--- src/rtl/branch_pkg.sv ---
// Shared definitions for the branch prediction / resolution unit.
//   - branch type encodings carried on branch_type_e
//   - 2-bit direction counter state constants
//   - fall-through PC increment
package branch_pkg;

   typedef enum logic [2:0] {
      NOBRANCH = 3'd0,
      BEQ      = 3'd1,
      BNE      = 3'd2,
      BLT      = 3'd3,
      BLTU     = 3'd4,
      BGE      = 3'd5,
      BGEU     = 3'd6
   } br_type_t;

   // Direction counter: MSB is the predicted direction.
   localparam logic [1:0] CNT_SNT = 2'b00;   // strong not-taken
   localparam logic [1:0] CNT_WNT = 2'b01;   // weak not-taken (reset state)
   localparam logic [1:0] CNT_WT  = 2'b10;   // weak taken (allocation state)
   localparam logic [1:0] CNT_ST  = 2'b11;   // strong taken

   localparam int unsigned PC_INCR = 4;

endpackage

--- src/rtl/branch_cond.sv ---
// Combinational branch condition evaluator.
// Ports:
//   branch_type  in   3     branch type code (branch_pkg encodings)
//   operand1     in   XLEN  first compare operand
//   operand2     in   XLEN  second compare operand
//   taken        out  1     condition holds; 0 for NOBRANCH and undefined codes
module branch_cond
   import branch_pkg::*;
#(
   parameter int XLEN = 32
) (
   input  logic [2:0]      branch_type,
   input  logic [XLEN-1:0] operand1,
   input  logic [XLEN-1:0] operand2,
   output logic            taken
);

   logic signed [XLEN-1:0] op1_s;
   logic signed [XLEN-1:0] op2_s;

   assign op1_s = operand1;
   assign op2_s = operand2;

   always_comb begin
      taken = 1'b0;
      case (branch_type)
         BEQ:     taken = (operand1 == operand2);
         BNE:     taken = (operand1 != operand2);
         BLT:     taken = (op1_s <  op2_s);
         BGE:     taken = (op1_s >= op2_s);
         BLTU:    taken = (operand1 <  operand2);
         BGEU:    taken = (operand1 >= operand2);
         default: taken = 1'b0;
      endcase
   end

endmodule

--- src/rtl/branch_predict_unit.sv ---
// Branch unit: direct-mapped BTB with 2-bit direction counters looked up by the
// fetch PC, plus execute-stage condition resolution, misprediction detection,
// redirect PC generation and table training.
//
// Optional feature macro: STATS_EN (adds saturating br_count / mispred_count).
//
// Ports:
//   clk, rst                    clock, synchronous active-high reset
//   pc_f                        fetch PC
//   pred_taken_f, pred_target_f prediction for pc_f (combinational)
//   valid_e, stall_e            EX holds a real instruction / EX is stalled
//   branch_type_e               branch type code
//   operand1_e, operand2_e      compare operands
//   pc_e, target_e              EX instruction PC and its computed target
//   pred_taken_e, pred_target_e prediction carried down from fetch
//   branch_e                    resolved taken
//   mispredict_e                redirect required
//   redirect_pc_e               correct next PC
//   br_count, mispred_count     statistics (STATS_EN only)
module branch_predict_unit
   import branch_pkg::*;
#(
   parameter int XLEN    = 32,
   parameter int ENTRIES = 64,
   parameter int TAG_W   = 8
) (
   input  logic            clk,
   input  logic            rst,
   input  logic [XLEN-1:0] pc_f,
   output logic            pred_taken_f,
   output logic [XLEN-1:0] pred_target_f,
   input  logic            valid_e,
   input  logic            stall_e,
   input  logic [2:0]      branch_type_e,
   input  logic [XLEN-1:0] operand1_e,
   input  logic [XLEN-1:0] operand2_e,
   input  logic [XLEN-1:0] pc_e,
   input  logic [XLEN-1:0] target_e,
   input  logic            pred_taken_e,
   input  logic [XLEN-1:0] pred_target_e,
   output logic            branch_e,
   output logic            mispredict_e,
   output logic [XLEN-1:0] redirect_pc_e
`ifdef STATS_EN
   ,
   output logic [31:0]     br_count,
   output logic [31:0]     mispred_count
`endif
);

   localparam int IDX_W = $clog2(ENTRIES);
   localparam int IDX_LO = 2;
   localparam int TAG_LO = IDX_LO + IDX_W;

   function automatic logic [1:0] cnt_next(input logic [1:0] cnt, input logic taken);
      if (taken) return (cnt == CNT_ST)  ? CNT_ST  : cnt + 2'd1;
      else       return (cnt == CNT_SNT) ? CNT_SNT : cnt - 2'd1;
   endfunction

   // Table storage. valid/cnt are control and reset; tag/target are data and
   // are only meaningful while valid is set.
   logic              valid_q [ENTRIES];
   logic [1:0]        cnt_q   [ENTRIES];
   logic [TAG_W-1:0]  tag_q   [ENTRIES];
   logic [XLEN-1:0]   tgt_q   [ENTRIES];

   logic [IDX_W-1:0]  idx_f, idx_e;
   logic [TAG_W-1:0]  tag_f, tag_e;
   logic              hit_f, hit_e;
   logic              active_e, train_e;
   logic              unused_pc;

   assign idx_f = pc_f[TAG_LO-1:IDX_LO];
   assign tag_f = pc_f[TAG_LO+TAG_W-1:TAG_LO];
   assign idx_e = pc_e[TAG_LO-1:IDX_LO];
   assign tag_e = pc_e[TAG_LO+TAG_W-1:TAG_LO];

   // Bits of the PCs outside index/tag are intentionally ignored.
   assign unused_pc = ^{pc_f, pc_e};

   // Fetch lookup: asynchronous read, no bypass of a same-cycle write.
   assign hit_f         = valid_q[idx_f] && (tag_q[idx_f] == tag_f);
   assign pred_taken_f  = hit_f && cnt_q[idx_f][1];
   assign pred_target_f = valid_q[idx_f] ? tgt_q[idx_f] : '0;

   branch_cond #(
      .XLEN(XLEN)
   ) u_cond (
      .branch_type (branch_type_e),
      .operand1    (operand1_e),
      .operand2    (operand2_e),
      .taken       (branch_e)
   );

   assign active_e      = valid_e && (branch_type_e != NOBRANCH);
   assign mispredict_e  = active_e &&
                          ((branch_e != pred_taken_e) ||
                           (branch_e && (pred_target_e != target_e)));
   assign redirect_pc_e = branch_e ? target_e : (pc_e + XLEN'(PC_INCR));

   // A stalled instruction stays in EX, so gating on !stall_e trains it once,
   // in the cycle the stall releases.
   assign train_e = active_e && !stall_e;
   assign hit_e   = valid_q[idx_e] && (tag_q[idx_e] == tag_e);

   always_ff @(posedge clk) begin
      if (rst) begin
         for (int i = 0; i < ENTRIES; i++) begin
            valid_q[i] <= 1'b0;
            cnt_q[i]   <= CNT_WNT;
         end
      end else if (train_e) begin
         if (hit_e) begin
            cnt_q[idx_e] <= cnt_next(cnt_q[idx_e], branch_e);
         end else if (branch_e) begin
            valid_q[idx_e] <= 1'b1;
            cnt_q[idx_e]   <= CNT_WT;
         end
      end
   end

   // Taken branches refresh the target on a hit and install it on a miss;
   // allocation (miss + taken) also installs the tag.
   always_ff @(posedge clk) begin
      if (!rst && train_e && branch_e) begin
         tgt_q[idx_e] <= target_e;
         if (!hit_e) tag_q[idx_e] <= tag_e;
      end
   end

`ifdef STATS_EN
   function automatic logic [31:0] sat_inc32(input logic [31:0] v);
      return (v == 32'hFFFF_FFFF) ? v : v + 32'd1;
   endfunction

   always_ff @(posedge clk) begin
      if (rst) begin
         br_count      <= '0;
         mispred_count <= '0;
      end else if (train_e) begin
         br_count <= sat_inc32(br_count);
         if (mispredict_e) mispred_count <= sat_inc32(mispred_count);
      end
   end
`endif

endmodule

--- config.mk ---
export PLATFORM = sky130hd
export DESIGN_NAME = branch_predict_unit
export DESIGN_NICKNAME = d
export VERILOG_FILES = /design/src/rtl/branch_pkg.sv /design/src/rtl/branch_cond.sv /design/src/rtl/branch_predict_unit.sv
export SDC_FILE = /design/constraint.sdc
export NUM_CORES = 2
export LEC_CHECK = 0
export ABC_AREA = 1
export BUFFER_PORTS_ARGS = -buffer_cell sky130_fd_sc_hd__buf_2
export CORE_MARGIN = 3
export CORE_UTILIZATION = 30
export CTS_CLUSTER_SIZE = 12
export DETAILED_ROUTE_END_ITERATION = 10
export PLACE_DENSITY_LB_ADDON = 0.15
export SYNTH_ARGS = -nofsm -noshare
export SYNTH_HDL_FRONTEND = slang
export SYNTH_HIERARCHICAL = 1
export SYNTH_SLANG_ARGS = --single-unit
--- constraint.sdc ---
create_clock -name clk -period 11.45 [get_ports clk]
set_clock_uncertainty 0.15 [all_clocks]
set_input_delay 2.29 -clock clk [delete_from_list [all_inputs] [get_ports clk]]
set_output_delay 2.29 -clock clk [all_outputs]
set_load 0.01 [all_outputs]
==> qor.csv <==
metric,value,unit
Worst-Skew Late Latency,0.95,ns
fmax,109,MHz
Global Route Usage Sum,22.5,%
status,finished clean,
TritonCTS clock tree,yes,
Synth Flop Type,edfxtp_1,
Total Negative Setup Slacks,0,ns
Slew headroom,12.1,%
I/O Pins,267,
Synth Cell Area,119000,µm²
period utilization,80.5,%
P&R area growth vs syn,14.8,%
unrepaired setup endpoints after global routing,no,
initial antenna violation count,35,
min-delay worst type,reg -> reg,
RePlAce Congestion,0.862,
pre-CTS setup slack,2.32,ns
CTS Hold Bufs,0,
PD cells,165,nW/µm²
"area leader, netlist",edfxtp_1,
die span in y,635,µm
fraction of layout cells with a size suffix above 1,9.96,%
vias per inst,5.40,
CP arrival,6.78,ns
sequential fraction of the synthesis area,69.0,%
DP Cell Count,15800,
CTS HTree Levels,5,
Starting Density,30.2,%
fillers,38900,
worst vdd ir,0.000114,V
Rows,230,
largest net degree at the start of global routing,148,
routed len/inst,28.8,µm
fin nets,11200,
CTS buffer count,318,
area share of the largest cell type after synthesis,67.9,%
Static Leak,45.8,nW
Final ANT Viol Nets,0,
Netlist cell types,49,
Tmin final,9.22,ns
# port buffers,248,
Yosys reg bits,2752,
Cells after Synth,10800,
drt pass-1 iters,6,
largest cells by area after synthesis,"edfxtp_1 (68%), o21ai_0 (7.4%), nor2_1 (5.9%), nand2_1 (4.9%), o22ai_1 (3.7%)",
"Avg Cell Area, Syn",11.0,µm²
worst hold slack,0.336,ns
Post-synth EDFFs,2688,
clock root cell,clkbuf_16,
Sink Count,2752,
"count leader, synth",edfxtp_1,
"Non-Filler Cell Area, Final",137000,µm²
Post-synth top cells,"edfxtp_1 (2688), nor2_1 (1861), o21ai_0 (1752)",
DRC,0,
core area,393000,µm²
worst-margin pin slew,1.31,ns
Worst Path Required,9.01,ns
final hold viol count,0,
utilization after layout,34.7,%
Detail Placement HPWL,265000,µm
YS warnings,6,
first-pass GRT wire length,653000,µm
"Setup Fix Bufs, Post-CTS",0,
"CTS clk-pin slew, worst paths",0.06,ns
Total Die Area,404000,µm²
"non-filler cells, final",16400,
syn nets,11100,
worst-path fanout max,143,
fin worst setup slack,2.23,ns
post-CTS resize count,0,
total power draw,22.5,mW
Die W,635,µm
Pins Over Slew Limit,0,
number of global-route vias before repair,84300,
crit path launch type,input pin,
kind of critical path,in -> out,
Iter 0 DRT Violations,10000,
max-cap viol count,0,
ys async rst share,0,%
# setup viols final,0,
crit path capture type,output pin,
grt ovf,0,
drt total wl,473000,µm
Post-Place Cell Area,127000,µm²
vias post-DR,88600,
CTS Buffer Depth,4,
[path summary, 6_finish.rpt]
kind / from / end / slack (ns) / depth (start not counted)
worst max-delay path: pc_f[2] / pred_target_f[19] / 2.23 / 14
worst min register to register: valid_q[9] / valid_q[9] / 0.34 / 2
worst min-delay path: valid_q[9] / valid_q[9] / 0.34 / 2
worst max register to register: tag_q[23][3] / tag_q[38][0] / 6.92 / 15
[power breakdown]
| group | leakage (nW) | switching [mW] | internal (mW) |
|---|---|---|---|
| sequential | 24.7 | 0.00756 | 11.1 |
| clock | 4.71 | 4.16 | 5.50 |
| combinational | 16.4 | 1.38 | 0.414 |
| total | 45.8 | 5.55 | 17.0 |
[routing by layer]
layer	vias up	wire length, µm	track usage (%)
met5	-	42	0
met4	6	23200	9.75
met2	3876	220000	36.6
met1	44800	196000	29.7
met3	830	33900	3.44
li1	39100	-	-
[area by class of cell]
type	count	area (µm²)	share of cell area, %
diodes	22	55.1	0.0403
clock buffers	408	8490	6.22
clock inverters	153	1190	0.873
inverters	390	1510	1.11
multi-input cells	6911	32800	24.0
flip-flops and latches	2752	82000	60.1
well taps	5220	6530	4.78
repair buffers	560	3960	2.90
[state kept, by name, summed over array words and instances, names as in the netlist]
name	count
valid_q	64
tag_q	512
cnt_q	128
tgt_q	2048
[logic make-up after synthesis]
family                     share of synthesized area (%)
AOI/OAI and AO/OA                                   12.9
xor gates and xnor gates                           0.243
adders and majority gates                          0.347
buffers and inverters                               3.96
DFF                                                 69.0
and+or+nand+nor                                     13.6
[worst max-delay path, stage by stage]
cell and delay (ns):
buf_8 0.68, buf_4 0.71, a21oi_1 0.16, o21ai_0 0.12
nand3_1 0.10, nand3_1 0.12, nand3_1 0.13, nand2_1 0.09
inv_1 0.04, o21ai_0 0.20, inv_2 0.26, buf_4 0.36
a311oi_1 0.95, buf_2 0.29
[placed cells by master (no fill, tap or decap), drive strengths merged, types with 3 or more instances in the layout]
cell | netlist | routed
edfxtp | 2688 | 2688
nor2 | 1868 | 1868
o21ai | 1783 | 1783
nand2 | 1544 | 1544
o22ai | 700 | 700
buf | 225 | 560
nand3 | 483 | 483
clkbuf | 557 | 408
inv | 386 | 397
a21oi | 196 | 196
clkinv | 4 | 129
dfxtp | 64 | 64
nor3 | 63 | 63
or2 | 35 | 35
ha | 33 | 33
nand4 | 31 | 31
o211ai | 28 | 28
o32ai | 26 | 26
a311oi | 24 | 24
xor2 | 23 | 23
diode | 0 | 22
and3 | 13 | 13
bufinv | 0 | 12
xnor2 | 10 | 10
a221oi | 9 | 9
a22oi | 7 | 7
o2111ai | 6 | 6
clkinvlp | 0 | 5
nor4 | 4 | 4
a211oi | 4 | 4
nand3b | 4 | 4
a22o | 3 | 3
o31ai | 3 | 3
(Power assumes the default switching activity.)
